===== src/rtl/gate_pipe.sv =====
// gate_pipe: a row of CH bitwise gates on shared operands, behind a two-entry
// valid/ready pipeline made of an output register and one skid register.
//
// Every channel computes the same two operands with its own 2-bit opcode:
//   00 NOR, 01 NAND, 10 OR, 11 XOR
// The results of one beat are captured at the accepting edge. They show up
// on OUT one cycle later, or later still while the consumer is stalling.
//
// Ports
//   CLK        sole clock, rising edge
//   RST_N      synchronous active-low reset
//   IN_A/IN_B  WIDTH-bit operands shared by all channels
//   OP         2*CH opcode bits, channel k uses OP[2k+1:2k]
//   IN_VALID   upstream presents a beat
//   IN_READY   registered; high exactly when the skid register is empty
//   OUT        CH*WIDTH results, channel k at OUT[(k+1)*WIDTH-1:k*WIDTH]
//   OUT_VALID  OUT holds a beat
//   OUT_READY  downstream takes OUT this cycle
//   TXN_CNT    16-bit count of completed output transfers, wraps at 0xFFFF.
//              This port exists only when GATE_PIPE_CNT_EN is defined.
//
// Build option: define GATE_PIPE_CNT_EN to add the transfer counter.

module gate_pipe #(
    parameter int WIDTH = 8,
    parameter int CH    = 3
) (
    input  logic                  CLK,
    input  logic                  RST_N,
    input  logic [WIDTH-1:0]      IN_A,
    input  logic [WIDTH-1:0]      IN_B,
    input  logic [2*CH-1:0]       OP,
    input  logic                  IN_VALID,
    output logic                  IN_READY,
    output logic [CH*WIDTH-1:0]   OUT,
    output logic                  OUT_VALID,
    input  logic                  OUT_READY
`ifdef GATE_PIPE_CNT_EN
    ,
    output logic [15:0]           TXN_CNT
`endif
);

    // Per-channel gate results for the beat currently on the inputs.
    logic [CH*WIDTH-1:0] gate_res;

    for (genvar gi = 0; gi < CH; gi++) begin : g_chan
        logic [1:0] op_k;
        assign op_k = OP[2*gi +: 2];
        assign gate_res[gi*WIDTH +: WIDTH] =
            (op_k == 2'b00) ? ~(IN_A | IN_B) :
            (op_k == 2'b01) ? ~(IN_A & IN_B) :
            (op_k == 2'b10) ?  (IN_A | IN_B) :
                               (IN_A ^ IN_B);
    end

    logic [CH*WIDTH-1:0] out_data_reg,  out_data_next;
    logic                out_valid_reg, out_valid_next;
    logic [CH*WIDTH-1:0] skid_data_reg, skid_data_next;
    logic                skid_valid_reg, skid_valid_next;
    logic                in_ready_reg;

    logic accept;
    logic out_load;

    assign accept   = IN_VALID && in_ready_reg;
    // The output stage can take new contents when it is empty or draining.
    assign out_load = !out_valid_reg || OUT_READY;

    always_comb begin
        out_data_next   = out_data_reg;
        out_valid_next  = out_valid_reg;
        skid_data_next  = skid_data_reg;
        skid_valid_next = skid_valid_reg;
        if (out_load) begin
            if (skid_valid_reg) begin
                // The older beat waiting in skid goes first. IN_READY is low
                // in this state, so no new beat competes for the slot.
                out_data_next   = skid_data_reg;
                out_valid_next  = 1'b1;
                skid_valid_next = 1'b0;
            end else if (accept) begin
                out_data_next  = gate_res;
                out_valid_next = 1'b1;
            end else begin
                out_valid_next = 1'b0;
            end
        end else if (accept) begin
            // The output is stalled and full, so the beat parks in skid.
            skid_data_next  = gate_res;
            skid_valid_next = 1'b1;
        end
    end

    always_ff @(posedge CLK) begin
        if (!RST_N) begin
            out_data_reg   <= '0;
            out_valid_reg  <= 1'b0;
            skid_data_reg  <= '0;
            skid_valid_reg <= 1'b0;
            in_ready_reg   <= 1'b1;
        end else begin
            out_data_reg   <= out_data_next;
            out_valid_reg  <= out_valid_next;
            skid_data_reg  <= skid_data_next;
            skid_valid_reg <= skid_valid_next;
            // Register the ready flag from the next skid state. This keeps
            // IN_READY free of any combinational path from OUT_READY.
            in_ready_reg   <= !skid_valid_next;
        end
    end

    assign OUT       = out_data_reg;
    assign OUT_VALID = out_valid_reg;
    assign IN_READY  = in_ready_reg;

`ifdef GATE_PIPE_CNT_EN
    logic [15:0] txn_cnt_reg;

    always_ff @(posedge CLK) begin
        if (!RST_N) begin
            txn_cnt_reg <= '0;
        end else if (out_valid_reg && OUT_READY) begin
            txn_cnt_reg <= txn_cnt_reg + 16'd1;
        end
    end

    assign TXN_CNT = txn_cnt_reg;
`endif

endmodule


===== config.mk =====
export PLATFORM = sky130hd
export DESIGN_NAME = gate_pipe
export DESIGN_NICKNAME = d
export VERILOG_FILES = /design/src/rtl/gate_pipe.sv
export SDC_FILE = /design/constraint.sdc
export NUM_CORES = 1
export LEC_CHECK = 0
export ABC_AREA = 1
export CORE_MARGIN = 1
export CORE_UTILIZATION = 42
export CTS_BUF_LIST = sky130_fd_sc_hd__clkbuf_8
export DETAILED_ROUTE_END_ITERATION = 8
export GPL_TIMING_DRIVEN = 0
export HOLD_SLACK_MARGIN = 0.08
export PLACE_DENSITY = 0.65
export SETUP_SLACK_MARGIN = 0.02
export SLEW_MARGIN = 15
export SYNTH_ARGS = -nofsm -noshare
export SYNTH_HDL_FRONTEND = slang
export SYNTH_SLANG_ARGS = --single-unit

===== constraint.sdc =====
create_clock -name CLK -period 1.2 [get_ports CLK]
set_input_delay 0.24 -clock CLK [delete_from_list [all_inputs] [get_ports CLK]]
set_output_delay 0.24 -clock CLK [all_outputs]
set_load 0.02 [all_outputs]

== Word level (Yosys, flattened, before mapping) ==
Cells that the tools add are included.

* Register bits after elaboration: 51
* Output and inout bits: 26
* Logic and storage cells: 42

* Equality and inequality tests: 6
* Mux-type cells: 15
* Bitwise gates (word level): 6
* Reduce and logical (&&, ||, !) cells: 10

{| class="wikitable"
|+ Operator list
! operator !! number
|-
| $mux 8 || 9
|-
| $mux 24 || 2
|-
| $not 8->8 || 2
|-
| $and 8x8->8 || 1
|-
| $or 8x8->8 || 1
|-
| $xor 8x8->8 || 1
|-
| $eq 2x1->1 const B || 3
|-
| $eq 2x2->1 const B || 3
|-
| $logic_not 2->1 || 3
|-
| $mux 1 || 4
|-
| $reduce_and 2->1 || 2
|-
| $logic_not 1->1 || 2
|-
| $reduce_bool 2->1 || 1
|-
| $logic_and 1x1->1 || 1
|-
| $logic_or 1x1->1 || 1
|-
| $not 1->1 || 1
|}

== Longest topological paths before layout ==
* Depth in word-level cells: 6
* Depth in mapped cells: 9
* Depth with buffers taken out: 9

== Worst setup path before layout ==
OpenSTA, ideal clock, no wires.

* Path type: register to register
* From: register out_valid_reg (netlist: OUT_VALID)
* To: register skid_data_reg[12]
* Library setup time: 0.115 ns
* Arrival time: 1.142 ns
* Data required time: 1.085 ns
* Setup slack: -0.057 ns
* Cell stages (with the launch flop): 8
* Path buffers: 2
* Period minus slack after synthesis: 1.257 ns
* Cell sequence: dfxtp_1 inv_1 nor2_2 nand3_2 buf_6 buf_6 o21ai_0 inv_1

* Longest elaborated chain between the ends: 4

{| class="wikitable"
|+ RTL lines
! item !! RTL line !! RTL
|-
| from (decl) || 58 || <nowiki>logic out_valid_reg, out_valid_next;</nowiki>
|-
| from (signal assigned) || 104 || <nowiki>out_valid_reg <= out_valid_next;</nowiki>
|-
| $logic_not 1->1 || 68 || <nowiki>assign out_load = !out_valid_reg || OUT_READY;</nowiki>
|-
| $logic_or 1x1->1 || 68 ||
|-
| $not 1->1 (no source line) || -- ||
|-
| $reduce_and 2->1 (no source line) || -- ||
|-
| to (signal assigned) || 105 || <nowiki>skid_data_reg <= skid_data_next;</nowiki>
|-
| to (decl) || 59 || <nowiki>logic [CH*WIDTH-1:0] skid_data_reg, skid_data_next;</nowiki>
|}

No other way between the ends.
A chain may end at the register's enable or synchronous reset.

==> impl_table.tex <==
\begin{tabular}{lr}
\hline
Metric & Value \\
\hline
\multicolumn{2}{l}{\textbf{Cells and area}} \\
Fin nets & 596 \\
Fin util & 58.9\% \\
Commonest non-fill, non-tap cell in the layout & nand2\_1 \\
Post-Layout Inst Area & 0.00425 sq mm \\
Commonest cells after routing, fill and taps aside & 86 x nand2\_1, 67 x inv\_1, 46 x dfxtp\_1, 46 x nand3\_1, 39 x a21oi\_2 \\
Total of fill cells in the finished design & 713 \\
Post-route non-filler standard cell count & 654 \\
Ratio of cells with drive above 1 in the final layout & 32.3\% \\
Signed area change from the synthesized netlist to the final layout & 35.5\% \\
Antenna diode instance count & 0 \\
\multicolumn{2}{l}{\textbf{Timing}} \\
Minimum period implied by the final worst setup slack & 1.23 ns \\
Share of the clock period used by the worst path & 102\% \\
Setup Skew & 0.00461 ns \\
Maximum clock frequency & 816 MHz \\
Minimum setup slack in the final design & -0.0262 ns \\
Hold Fails Final Rpt & 0 \\
Finish-stage setup viols & 4 \\
Worst slew pin tran & 0.695 ns \\
Setup repair after global routing missed its margin & true \\
Worst max-slew margin expressed relative to the limit & 53.7\% \\
Final slew viol count & 0 \\
\multicolumn{2}{l}{\textbf{Yosys}} \\
Warning count from the yosys run & 0 \\
Synthesized netlist net count & 526 \\
Gate Count Post-Synth & 484 \\
Mapped cell area & 0.00313 sq mm \\
Sequential area share after synthesis & 32.6\% \\
Post-synthesis average cell area & 6.48 sq um \\
Number of distinct library cells after synthesis & 22 \\
Number of flip-flops and latches in the synthesized netlist & 51 \\
\multicolumn{2}{l}{\textbf{GRT}} \\
Vias in the first global route & 3,105 \\
Wire length of the first global-routing pass & 14,900 microns \\
Aggregate global-route resource usage & 24.7\% \\
Grt ovf & 0 \\
Maximum number of pins on one net before global-route repair & 17 \\
Number of antenna violations at the first check in global routing & 0 \\
\multicolumn{2}{l}{\textbf{Clocking}} \\
Clock tree from TritonCTS & built \\
CTS Buf Count & 5 \\
Clock-pin slew of the registers on the worst-case setup and hold paths & 0.10 ns \\
Later-pin clock latency in the skew report & 0.30 ns \\
Root buffer selected by CTS & clkbuf\_8 \\
Level count of the clock H-tree & 2 \\
Clock net sink count & 51 \\
Clock Tree Buf Depth & 2 \\
\multicolumn{2}{l}{\textbf{Drt}} \\
Final Routed Wirelength & 9120 microns \\
Number of DRC markers in iteration 0 & 153 \\
Number of vias per cell & 5.11 \\
Detailed-routing iteration count for the pre-antenna-repair pass & 5 \\
Vias after detailed routing & 3,343 \\
Post-DRT Antenna Nets & 0 \\
DRC Markers & 0 \\
Drt wl/cell & 13.9 microns \\
\multicolumn{2}{l}{\textbf{Status}} \\
Run status & finished with violations \\
Violations in the final reports & setup timing \\
\multicolumn{2}{l}{\textbf{Floorplanning}} \\
Chip height & 88.4 microns \\
I/O pin total & 52 \\
Number of core rows & 31 \\
Initial core utilization & 43.4\% \\
Die width & 88.4 microns \\
Area of the die & 0.00781 sq mm \\
Placeable core area & 0.00721 sq mm \\
\multicolumn{2}{l}{\textbf{Worst setup path}} \\
CP endpoint kind & flop \\
Arrival time of the worst setup path & 1.46 ns \\
WP data required & 1.44 ns \\
Startpoint Class & input pin \\
Highest fanout seen on the critical path & 10 \\
Path type of the worst setup path & in2reg \\
\multicolumn{2}{l}{\textbf{Placed design}} \\
Routability cong. & 0.916 \\
Post-DP HPWL & 6110 microns \\
Worst slack at placement & -0.573 ns \\
Count of buffers from port buffering & 51 \\
Placed Instances & 634 \\
Total placed instance area & 0.00377 sq mm \\
\multicolumn{2}{l}{\textbf{Power and ir drop}} \\
Pleak & 2.10 nW \\
Largest vdd supply drop & 489 uV \\
Power per Cell Area & 999 mW/mm\^{}2 \\
\multicolumn{2}{l}{\textbf{Worst hold path}} \\
Hold Path Class & in2reg \\
\multicolumn{2}{l}{\textbf{Job}} \\
Max capacitance violation total & 0 \\
\hline
\end{tabular}
## per-layer routing
| metal | up-vias | share of wire, % | track usage [%] |
|---|---|---|---|
| met4 | 0 | 1.9 | 7.62 |
| met2 | 92 | 47 | 41.0 |
| met1 | 1534 | 47 | 33.5 |
| li1 | 1701 | - | - |
| met3 | 16 | 4.2 | 2.89 |
| met5 | - | 0 | 0 |
## power breakdown
group          internal [W]  total, W  switching, W
clock              0.000412   0.00100      0.000589
combinational      0.000517   0.00135      0.000836
sequential          0.00182   0.00189     0.0000751
total               0.00274   0.00424       0.00150
## layout make-up
| cell class | instances | area, sq um | share of cell area (%) |
|---|---|---|---|
| Multi-Input combinational cell | 322 | 1970 | 46.3 |
| Sequential cell | 51 | 1030 | 24.2 |
| Timing Repair Buffer | 63 | 489 | 11.5 |
| Buffer | 20 | 178 | 4.18 |
| Inverter | 90 | 364 | 8.57 |
| Clock buffer | 5 | 68.8 | 1.62 |
| Timing Repair inverter | 1 | 7.51 | 0.177 |
| Tap cell | 99 | 124 | 2.92 |
| Clock inverter | 3 | 18.8 | 0.442 |
## kinds of logic (layout without fill, tap and decap cells)
logic type	Yosys count	count (layout)	synth area share, %
compound gates	145	145	23.2
fa+ha+maj	16	16	6.39
buf+inv	111	182	15.3
flops	51	51	32.6
simple gates	161	161	22.6
## cells in the mapped netlist
cell	number	share of area [%]
a21oi_1	75	12
buf_2	7	1.1
buf_4	3	0.72
buf_6	5	1.8
clkbuf_1	5	0.60
clkbuf_2	1	0.16
clkinv_1	1	0.12
dfxtp_1	51	33
ha_1	16	6.4
inv_1	80	9.6
inv_2	7	0.84
inv_4	2	0.40
nand2_1	100	12
nand2_2	4	0.80
nand2_4	3	1.1
nand3_1	46	7.3
nand3_2	1	0.32
nor2_1	4	0.48
nor2_2	2	0.40
nor3_1	1	0.16
o21ai_0	29	4.6
o21ai_1	41	6.5
## critical path, cell delays in order
cell	delay (ns)
dlygate4sd2_1	0.33
clkbuf_1	0.57
o21ai_1	0.17
a21oi_1	0.15
## path summary, 6_finish.rpt
| kind | startpoint | end | cells after the start | slack [ns] |
|---|---|---|---|---|
| min reg2reg | OUT[11] | OUT[11] | 2 | 0.51 |
| max | RST_N | OUT[14] | 4 | -0.03 |
| max reg2reg | skid_valid_reg | OUT[14] | 8 | 0 |
| min | RST_N | OUT[0] | 3 | 0.43 |
## stage by stage
stage	total power, W	setup TNS, ns	hold slack, ns
after floorplan	0.00263	0	0.378
after global placement	0.00308	-24.51	0.515
after detailed placement	0.00309	-25.07	0.515
after CTS	0.00422	-0.348	0.422
after global routing	0.00450	-1.76	0.437
final	0.00424	-0.0438	0.430
## what timing repair did
item	CTS	global route
endpoints found under the hold margin	0	0
gates cloned	3	0
pin swaps	26	5
endpoints found under the setup margin	77	71
hold buffers	0	0
gates resized for setup	212	63
setup buffers	8	2
(Power assumes the default switching activity.)
